**config.mk**
```make
export PLATFORM = sky130hd
export DESIGN_NAME = cnt_seq_ctrl
export DESIGN_NICKNAME = d
export VERILOG_FILES = /design/src/rtl/cnt_seq_ctrl_pkg.sv /design/src/rtl/cnt_seq_ctrl_sat_counter.sv /design/src/rtl/cnt_seq_ctrl.sv
export SDC_FILE = /design/constraint.sdc
export NUM_CORES = 1
export LEC_CHECK = 0
export ABC_AREA = 1
export CAP_MARGIN = 5
export CORE_MARGIN = 5
export CORE_UTILIZATION = 30
export CTS_CLUSTER_DIAMETER = 80
export DETAILED_ROUTE_END_ITERATION = 10
export SETUP_SLACK_MARGIN = 0.15
export SYNTH_ARGS = -nofsm -noshare
export SYNTH_HDL_FRONTEND = slang
export SYNTH_SLANG_ARGS = --single-unit
```
**constraint.sdc**
```tcl
create_clock -name clk -period 1.35 [get_ports clk]
set_input_delay 0.135 -clock clk [delete_from_list [all_inputs] [get_ports clk]]
set_output_delay 0.135 -clock clk [all_outputs]
set_load 0.02 [all_outputs]
```
**src/rtl/cnt_seq_ctrl_pkg.sv**
```systemverilog
// Shared types for the count-sequence controller: state encoding and default width.
package cnt_seq_ctrl_pkg;

   localparam int W_DEF = 8;

   typedef enum logic [2:0] {
      ST_IDLE = 3'd0,
      ST_LOAD = 3'd1,
      ST_RUN  = 3'd2,
      ST_DONE = 3'd3,
      ST_ABRT = 3'd4
   } state_t;

endpackage

```
**src/rtl/cnt_seq_ctrl_sat_counter.sv**
```systemverilog
// W-bit up-counter that sticks at all-ones; clear has priority over enable.
module cnt_seq_ctrl_sat_counter #(
   parameter int W = 8
) (
   input  logic         clk,
   input  logic         rst,
   input  logic         clr,
   input  logic         en,
   output logic [W-1:0] q
);

   always_ff @(posedge clk or negedge rst) begin
      if (!rst) begin
         q <= '0;
      end else if (clr) begin
         q <= '0;
      end else if (en && (q != {W{1'b1}})) begin
         q <= q + 1'b1;
      end
   end

endmodule

```
**src/rtl/cnt_seq_ctrl.sv**
```systemverilog
// Sequencer in front of the external loadable down-counter: load, step while ready, finish on co=0.
// Handshake: a step happens in any RUN cycle with co=1, ready=1 and abort=0; shift_en and cnt are that step.
module cnt_seq_ctrl
   import cnt_seq_ctrl_pkg::*;
#(
   parameter int W = W_DEF
) (
   input  logic         clk,
   input  logic         rst,
   input  logic         start,
   input  logic [W-1:0] len,
   input  logic         ready,
   input  logic         abort,
   input  logic         co,
   output logic         ld_cnt,
   output logic         cnt,
   output logic [W-1:0] init,
   output logic         shift_en,
   output logic         busy,
   output logic         done,
   output logic         aborted,
   output logic [W-1:0] stall_cnt,
   output state_t       dbg_state
);

   state_t state;
   state_t state_nxt;
   logic   accept;
   logic   len_nz;
   logic   step;
   logic   stall;

   assign len_nz = (len != '0);

   always_ff @(posedge clk or negedge rst) begin
      if (!rst) begin
         state <= ST_IDLE;
      end else begin
         state <= state_nxt;
      end
   end

   always_comb begin
      state_nxt = state;
      accept    = 1'b0;
      step      = 1'b0;
      stall     = 1'b0;
      case (state)
         ST_IDLE: begin
            if (start) begin
               accept    = 1'b1;
               state_nxt = len_nz ? ST_LOAD : ST_DONE;
            end
         end
         ST_LOAD: begin
            state_nxt = ST_RUN;
         end
         ST_RUN: begin
            if (abort) begin
               state_nxt = ST_ABRT;
            end else if (!co) begin
               state_nxt = ST_DONE;
            end else if (ready) begin
               step = 1'b1;
            end else begin
               stall = 1'b1;
            end
         end
         ST_DONE: begin
            state_nxt = ST_IDLE;
         end
         ST_ABRT: begin
            state_nxt = ST_IDLE;
         end
         default: begin
            state_nxt = ST_IDLE;
         end
      endcase
   end

   // ld_cnt comes straight from a flop because the counter loads asynchronously on it.
   always_ff @(posedge clk or negedge rst) begin
      if (!rst) begin
         ld_cnt <= 1'b0;
         init   <= '0;
      end else begin
         ld_cnt <= accept && len_nz;
         if (accept && len_nz) begin
            init <= len;
         end
      end
   end

   cnt_seq_ctrl_sat_counter #(.W(W)) u_stall (
      .clk (clk),
      .rst (rst),
      .clr (accept),
      .en  (stall),
      .q   (stall_cnt)
   );

   assign cnt       = step;
   assign shift_en  = step;
   assign busy      = (state != ST_IDLE);
   assign done      = (state == ST_DONE);
   assign aborted   = (state == ST_ABRT);
   assign dbg_state = state;

endmodule

```
==> flow_summary_export.csv, run 1 <==
group,metric,value,unit
die,dieArea,5050,um^2
cells_and_area,antenna_cells,0,
sta,worst_slack,-0.0389,ns
logic_synthesis,async_flop_share,100,%
setup_path,endpoint_kind,"output port",
global_routing,grt_overflow,0,
logic_synthesis,yosysMostFrequentCell,"nand2_1",
outcome,violations,"negative setup slack",
logic_synthesis,synth_top_area_cell,"dfrtp_1",
route,drt-wirelength-per-cell,12.9,um
placement,port_buffers,38,
sta,rsz0062_at_grt,"true",
logic_synthesis,synth_area,1120,um^2
die,io_pins,39,
clocking,clock_latency,0.26,ns
route,first_pass_iters,4,
logic_synthesis,ys_seq_area_share,44.7,%
sta,worst_pin_slew,0.624,ns
route,vias_per_cell,4.65,
outcome,status,"complete, but fails checks",
die,die_h,71.1,um
route,vias,1222,
cells_and_area,layout-drive-gt1-share,38.1,%
die,core_area,3630,um^2
sta,drv_slew,0,
clocking,cts.path.max_buffers,2,
global_routing,antenna_found_initial,0,
logic_synthesis,syn_area_per_cell,7.62,um^2
die,fp.dieW,71.1,um
placement,place_congestion,0.761,
placement,dp.cells,243,
run,max-cap-violations,0,
global_routing,grt_pass1_vias,1233,
route,drc_errors,0,
sta,whs,0.215,ns
setup_path,cp-start-kind,"flop",
sta,setup-tns-final,-0.119,ns
min_path,hold_path.class,"in2async",
logic_synthesis,synth_top_area_share,44.7,%
setup_path,critPathArrivalTime,1.25,ns
sta,fin_crit,1.39,ns
logic_synthesis,synth_ff_type,"dfrtp_1",
sta,maxSlewHeadroom,58.2,%
sta,final_hold_viol_count,0,
sta,finalCritPeriodShare,103,%
route,routed_wirelength,3380,um
clocking,root_buffer,"clkbuf_8",
sta,skew,0.00240,ns
global_routing,grtUsageTotal,13.8,%
pwr,leakagePower,0.995,nW
sta,setup_violations,11,
pwr,p_per_area,1670,nW/um^2
global_routing,grt_max_degree,21,
setup_path,critical_path_class,"reg2out",
setup_path,path_max_fanout,2,
placement,hpwl,2170,um
logic_synthesis,syn_nets,162,
sta,max_clock_freq,720,MHz
logic_synthesis,synth_edf_count,0,
clocking,cts_tree,"yes",
cells_and_area,layout.nets,231,
logic_synthesis,ys_types,23,
global_routing,grt_pass1_wl,5730,um
logic_synthesis,synth_area_leaders,"dfrtp_1 (45%), nand2_1 (17%), nor2_1 (5.7%), nand3_1 (4.9%), inv_1 (4.4%)",
die,start_util,30.8,%
logic_synthesis,postSynthRegisterBits,20,
logic_synthesis,yosysWarnings,0,
cells_and_area,area_growth_syn_to_layout,78.3,%
clocking,cts_sinks,20,
pwr,ir_drop,0.000717,V
cells_and_area,final_cells,263,
route,drtIter0Drc,48,
setup_path,crit_required,1.22,ns
cells_and_area,final_core_util,55.0,%
route,antenna_left,0,
logic_synthesis,synthCells,147,
die,rows,22,
clocking,htree_levels,1,
clocking,clk_pin_slew_worst_paths,0.08,ns
clocking,numCtsBuffers,3,
logic_synthesis,yosys-top-cells-count,"nand2_1 (52), dfrtp_1 (20), nor2_1 (17)",
per-layer routing:
layer  up-vias  GRT usage, %  wire length (um)
met5         -             0                 0
met4         0          4.38                29
met3         2          2.41               146
met2        33          23.8              1730
met1       585          17.6              1470
li1        602             -                 -
final cells by class:
| class | instances | area [um^2] |
|---|---|---|
| Clock buffer | 3 | 41.3 |
| Sequential cell | 20 | 509 |
| Tap cell | 48 | 60.1 |
| Multi-Input combinational cell | 111 | 708 |
| Timing Repair Buffer | 62 | 573 |
| Clock inverter | 1 | 30.0 |
| Inverter | 18 | 75.1 |
| Fill cell | 352 | 1640 |
cells by family after synthesis:
logic type	after synthesis	share of synthesized area, %
buf+inv	20	8.16
compound gates	11	4.92
simple gates	93	39.6
flops	20	44.7
fa+ha+maj	1	1.12
xor+xnor	2	1.56
metrics by stage:
step	instance area, um^2	setup slack (ns)	power [mW]
6_report	2000	-0.0389	3.33
5_1_grt	2000	-0.116	3.54
4_1_cts	1950	-0.0399	3.30
3_5_place_dp	1680	-0.381	2.36
3_3_place_gp	1680	-0.327	2.33
2_1_floorplan	1170	0.0517	1.70
state kept, by name (all words and copies together) (netlist names):
signal and count:
dbg_state 3, init 8, ld_cnt 1, u_stall.q 8
worst max-delay path, cell delays in order (launching register included):
cell and delay [ns]:
dfrtp_2 0.38, inv_4 0.04, buf_6 0.11, buf_4 0.13
nor3_2 0.17, buf_4 0.16
path summary, 6_finish.rpt:
| path | startpoint | to | slack (ns) | cells after the start |
|---|---|---|---|---|
| hold / removal | rst | u_stall.q[7]$_DFFE_PN0P_ | 0.21 | 2 |
| setup / recovery | dbg_state[0]$_DFFE_PN0P_ | done | -0.04 | 5 |
| min in group clk | len[7] | init[7]$_DFFE_PN0P_ | 0.44 | 3 |
| max in group asynchronous | rst | dbg_state[0]$_DFFE_PN0P_ | 0.90 | 2 |
| hold reg to reg | init[0]$_DFFE_PN0P_ | init[0]$_DFFE_PN0P_ | 0.49 | 2 |
| setup reg to reg | dbg_state[0]$_DFFE_PN0P_ | init[0]$_DFFE_PN0P_ | -0.03 | 9 |
cells in the final DEF (no fill, tap or decap), types with 4 or more instances in the layout:
cell type and n:
nand2_2 6, o21ai_0 6, buf_4 20, inv_2 6, dlygate4sd2_1 13, dfrtp_2 7, inv_1 10, buf_6 7
nand3_2 8, nand2_1 45, clkdlybuf4s15_1 5, nor2_1 15, clkdlybuf4s50_1 13, nand2_4 4, nor2_4 5, dfrtp_1 13
what timing repair did:
action                                  in CTS  in global routing
endpoints found under the setup margin      43                 27
endpoints found under the hold margin        0                  0
hold buffers                                 0                  0
buffers inserted                             9                  3
gates cloned                                 4                  0
pin swaps                                   34                  4
gates resized for setup                     86                  9
power breakdown:
group	internal, mW	switching (mW)
registers	0.775	0.113
clock network	0.396	0.205
logic	0.853	0.989
Power figures use the tool's default switching activity.
==> inputs of run 2 (changes only) <==
==> constraint.sdc (replaced) <==
create_clock -name clk -period 1.35 [get_ports clk]
set_input_delay 0.405 -clock clk [delete_from_list [all_inputs] [get_ports clk]]
set_output_delay 0.405 -clock clk [all_outputs]
set_load 0.02 [all_outputs]
==> run 2 against run 1 <==
Effect of this change: the run still ends with negative setup slack left; first-iteration DRC count did not move; routed wire length rose by 2.3%; final area rose by 11%; flip-flop and latch count did not move; largest cell class is now buffers; largest power group unchanged.
==> flow_summary_export.csv, run 2 (same netlist as run 1, synthesis figures left out) <==
group,metric,value,unit
pwr,p_sw,1.41,mW
sta,whs,0.481,ns
global_routing,met3_usage,2.70,%
global_routing,grt_overflow,0,
clocking,cts_sinks,20,
pwr,intPower,2.20,mW
clocking,clock_latency,0.26,ns
placement,placed_cell_area,1780,um^2
route,routed_wirelength,3460,um
placement,hpwl,2340,um
cells_and_area,fin_area,2220,um^2
pwr,finalPower,3.61,mW
clocking,clk_pin_slew_worst_paths,0.08,ns
die,start_util,30.8,%
sta,worst_slack,-0.260,ns
global_routing,grtUsageMet1,14.7,%
route,antenna_left,0,
sta,worst_pin_slew,0.596,ns
pwr,switching_share,39.1,%
min_path,hold_path.class,"in2async",
clocking,cts.path.max_buffers,2,
setup_path,path_cells,"inv_4 -> nand3_4 -> nor2_4 -> inv_2 -> nor2_4 -> buf_6",
global_routing,grt.busiest_layer,"met2",
sta,final_hold_viol_count,0,
setup_path,cp_slowest_cell,"dfrtp_2",
setup_path,critical_path_class,"reg2out",
die,io_pins,39,
clocking,cts_tree,"yes",
pwr,p_per_area,1630,nW/um^2
cells_and_area,final_common_cell,"nand2_1",
global_routing,gr-usage-met2,24.5,%
sta,setup_violations,25,
die,core_area,3630,um^2
placement,place_congestion,0.819,
outcome,violations,"negative setup slack",
global_routing,grtUsageTotal,13.3,%
setup_path,path_max_fanout,2,
setup_path,crit_required,0.95,ns
pwr,comb_power_share,61.8,%
cells_and_area,layout-drive-gt1-share,52.8,%
die,rows,22,
sta,rsz0062_at_grt,"true",
clocking,root_buffer,"clkbuf_8",
global_routing,antenna_found_initial,0,
global_routing,grt_pass1_vias,1216,
outcome,status,"complete, but fails checks",
sta,skew,0.00751,ns
sta,fin_crit,1.61,ns
placement,dp.cells,255,
route,vias,1303,
cells_and_area,antenna_cells,0,
setup_path,crit_top_cell,"nor2_4",
die,fp.dieW,71.1,um
global_routing,grt_max_degree,21,
setup_path,critPathArrivalTime,1.20,ns
run,max-cap-violations,0,
global_routing,grt_pass1_wl,5350,um
setup_path,cp-start-kind,"flop",
cells_and_area,area_growth_syn_to_layout,98.1,%
pwr,p_clk_share,12.8,%
die,dieArea,5050,um^2
setup_path,endpoint_kind,"output port",
sta,drv_slew,0,
cells_and_area,final_cell_mix,"nand2_1 (47), buf_4 (35), buf_6 (33)",
route,drt-wirelength-per-cell,12.2,um
route,vias_per_cell,4.60,
route,drtIter0Drc,48,
route,drc_errors,0,
pwr,leakagePower,1.09,nW
die,die_h,71.1,um
route,first_pass_iters,5,
placement,dp_slack,-0.930,ns
cells_and_area,final_core_util,61.1,%
clocking,numCtsBuffers,3,
placement,port_buffers,38,
sta,setup-tns-final,-3.48,ns
sta,max_clock_freq,621,MHz
pwr,ir_drop,0.00101,V
pwr,seq_power_share,25.4,%
cells_and_area,final_cells,283,
cells_and_area,layout.nets,251,
sta,finalCritPeriodShare,119,%
setup_path,cp_num_buf_inv,3,
sta,maxSlewHeadroom,60.3,%
clocking,htree_levels,1,
setup_path,max_stage_delay,0.42,ns
setup_path,crit_family,"flip-flops",
==> run 2: changes by cell type in the layout (fill, tap and decap cells not counted), moves of 3 or more <==
cell             change
clkdlybuf4s50_1      -3
nand2_4              -3
dlygate4sd2_1       -11
buf_4               +15
buf_6               +26
clkdlybuf4s15_1      -5
nor2_1               -3
==> run 2: area by class of cell <==
class,count,area [um^2]
fill,328,1420
timing repair buffer,83,807
multi-input combinational,110,712
sequential,20,507
inverter,18,77.6
tap,48,60.1
clock buffer,4,55.1
==> run 2: worst register-to-register path: cells and delay by family, from the launching register on <==
kind | cells | cell delay [ns]
flops | 1 | 0.42
compound gates | 1 | 0.10
simple gates | 4 | 0.33
buf+inv | 5 | 0.55
==> run 2: what timing repair did <==
| item | CTS | global route |
|---|---|---|
| buffers inserted | 13 | 8 |
| gates cloned | 2 | 1 |
| hold buffers | 0 | 0 |
| pin swaps | 10 | 25 |
| resized for setup | 167 | 34 |
| endpoints found under the setup margin | 44 | 45 |
==> run 2: path summary, 6_finish.rpt <==
check | from | end | slack, ns | cells past startpoint
max in group asynchronous | rst | dbg_state[0]$_DFFE_PN0P_ | 0.71 | 2
max | dbg_state[0]$_DFFE_PN0P_ | cnt | -0.26 | 6
min reg2reg | init[1]$_DFFE_PN0P_ | init[1]$_DFFE_PN0P_ | 0.53 | 2
min in group clk | init[1]$_DFFE_PN0P_ | init[1]$_DFFE_PN0P_ | 0.53 | 2
min | rst | u_stall.q[5]$_DFFE_PN0P_ | 0.48 | 2
max reg2reg | dbg_state[0]$_DFFE_PN0P_ | init[3]$_DFFE_PN0P_ | -0.15 | 10
==> run 2: power groups by stage <==
stage | Sequential [mW] | Clock (mW) | Combinational, mW
2_1_floorplan | 1.11 | 0 | 0.601
3_3_place_gp | 0.886 | 0 | 1.50
3_5_place_dp | 0.890 | 0 | 1.53
4_1_cts | 0.909 | 0.472 | 1.79
5_1_grt | 0.930 | 0.498 | 2.38
6_report | 0.915 | 0.462 | 2.23
==> run 2: per-layer routing <==
layer  vias up  routed length, um
met5         -                  0
met4         0                 76
met3        11                177
met2        44               1850
met1       610               1360
li1        638                  -
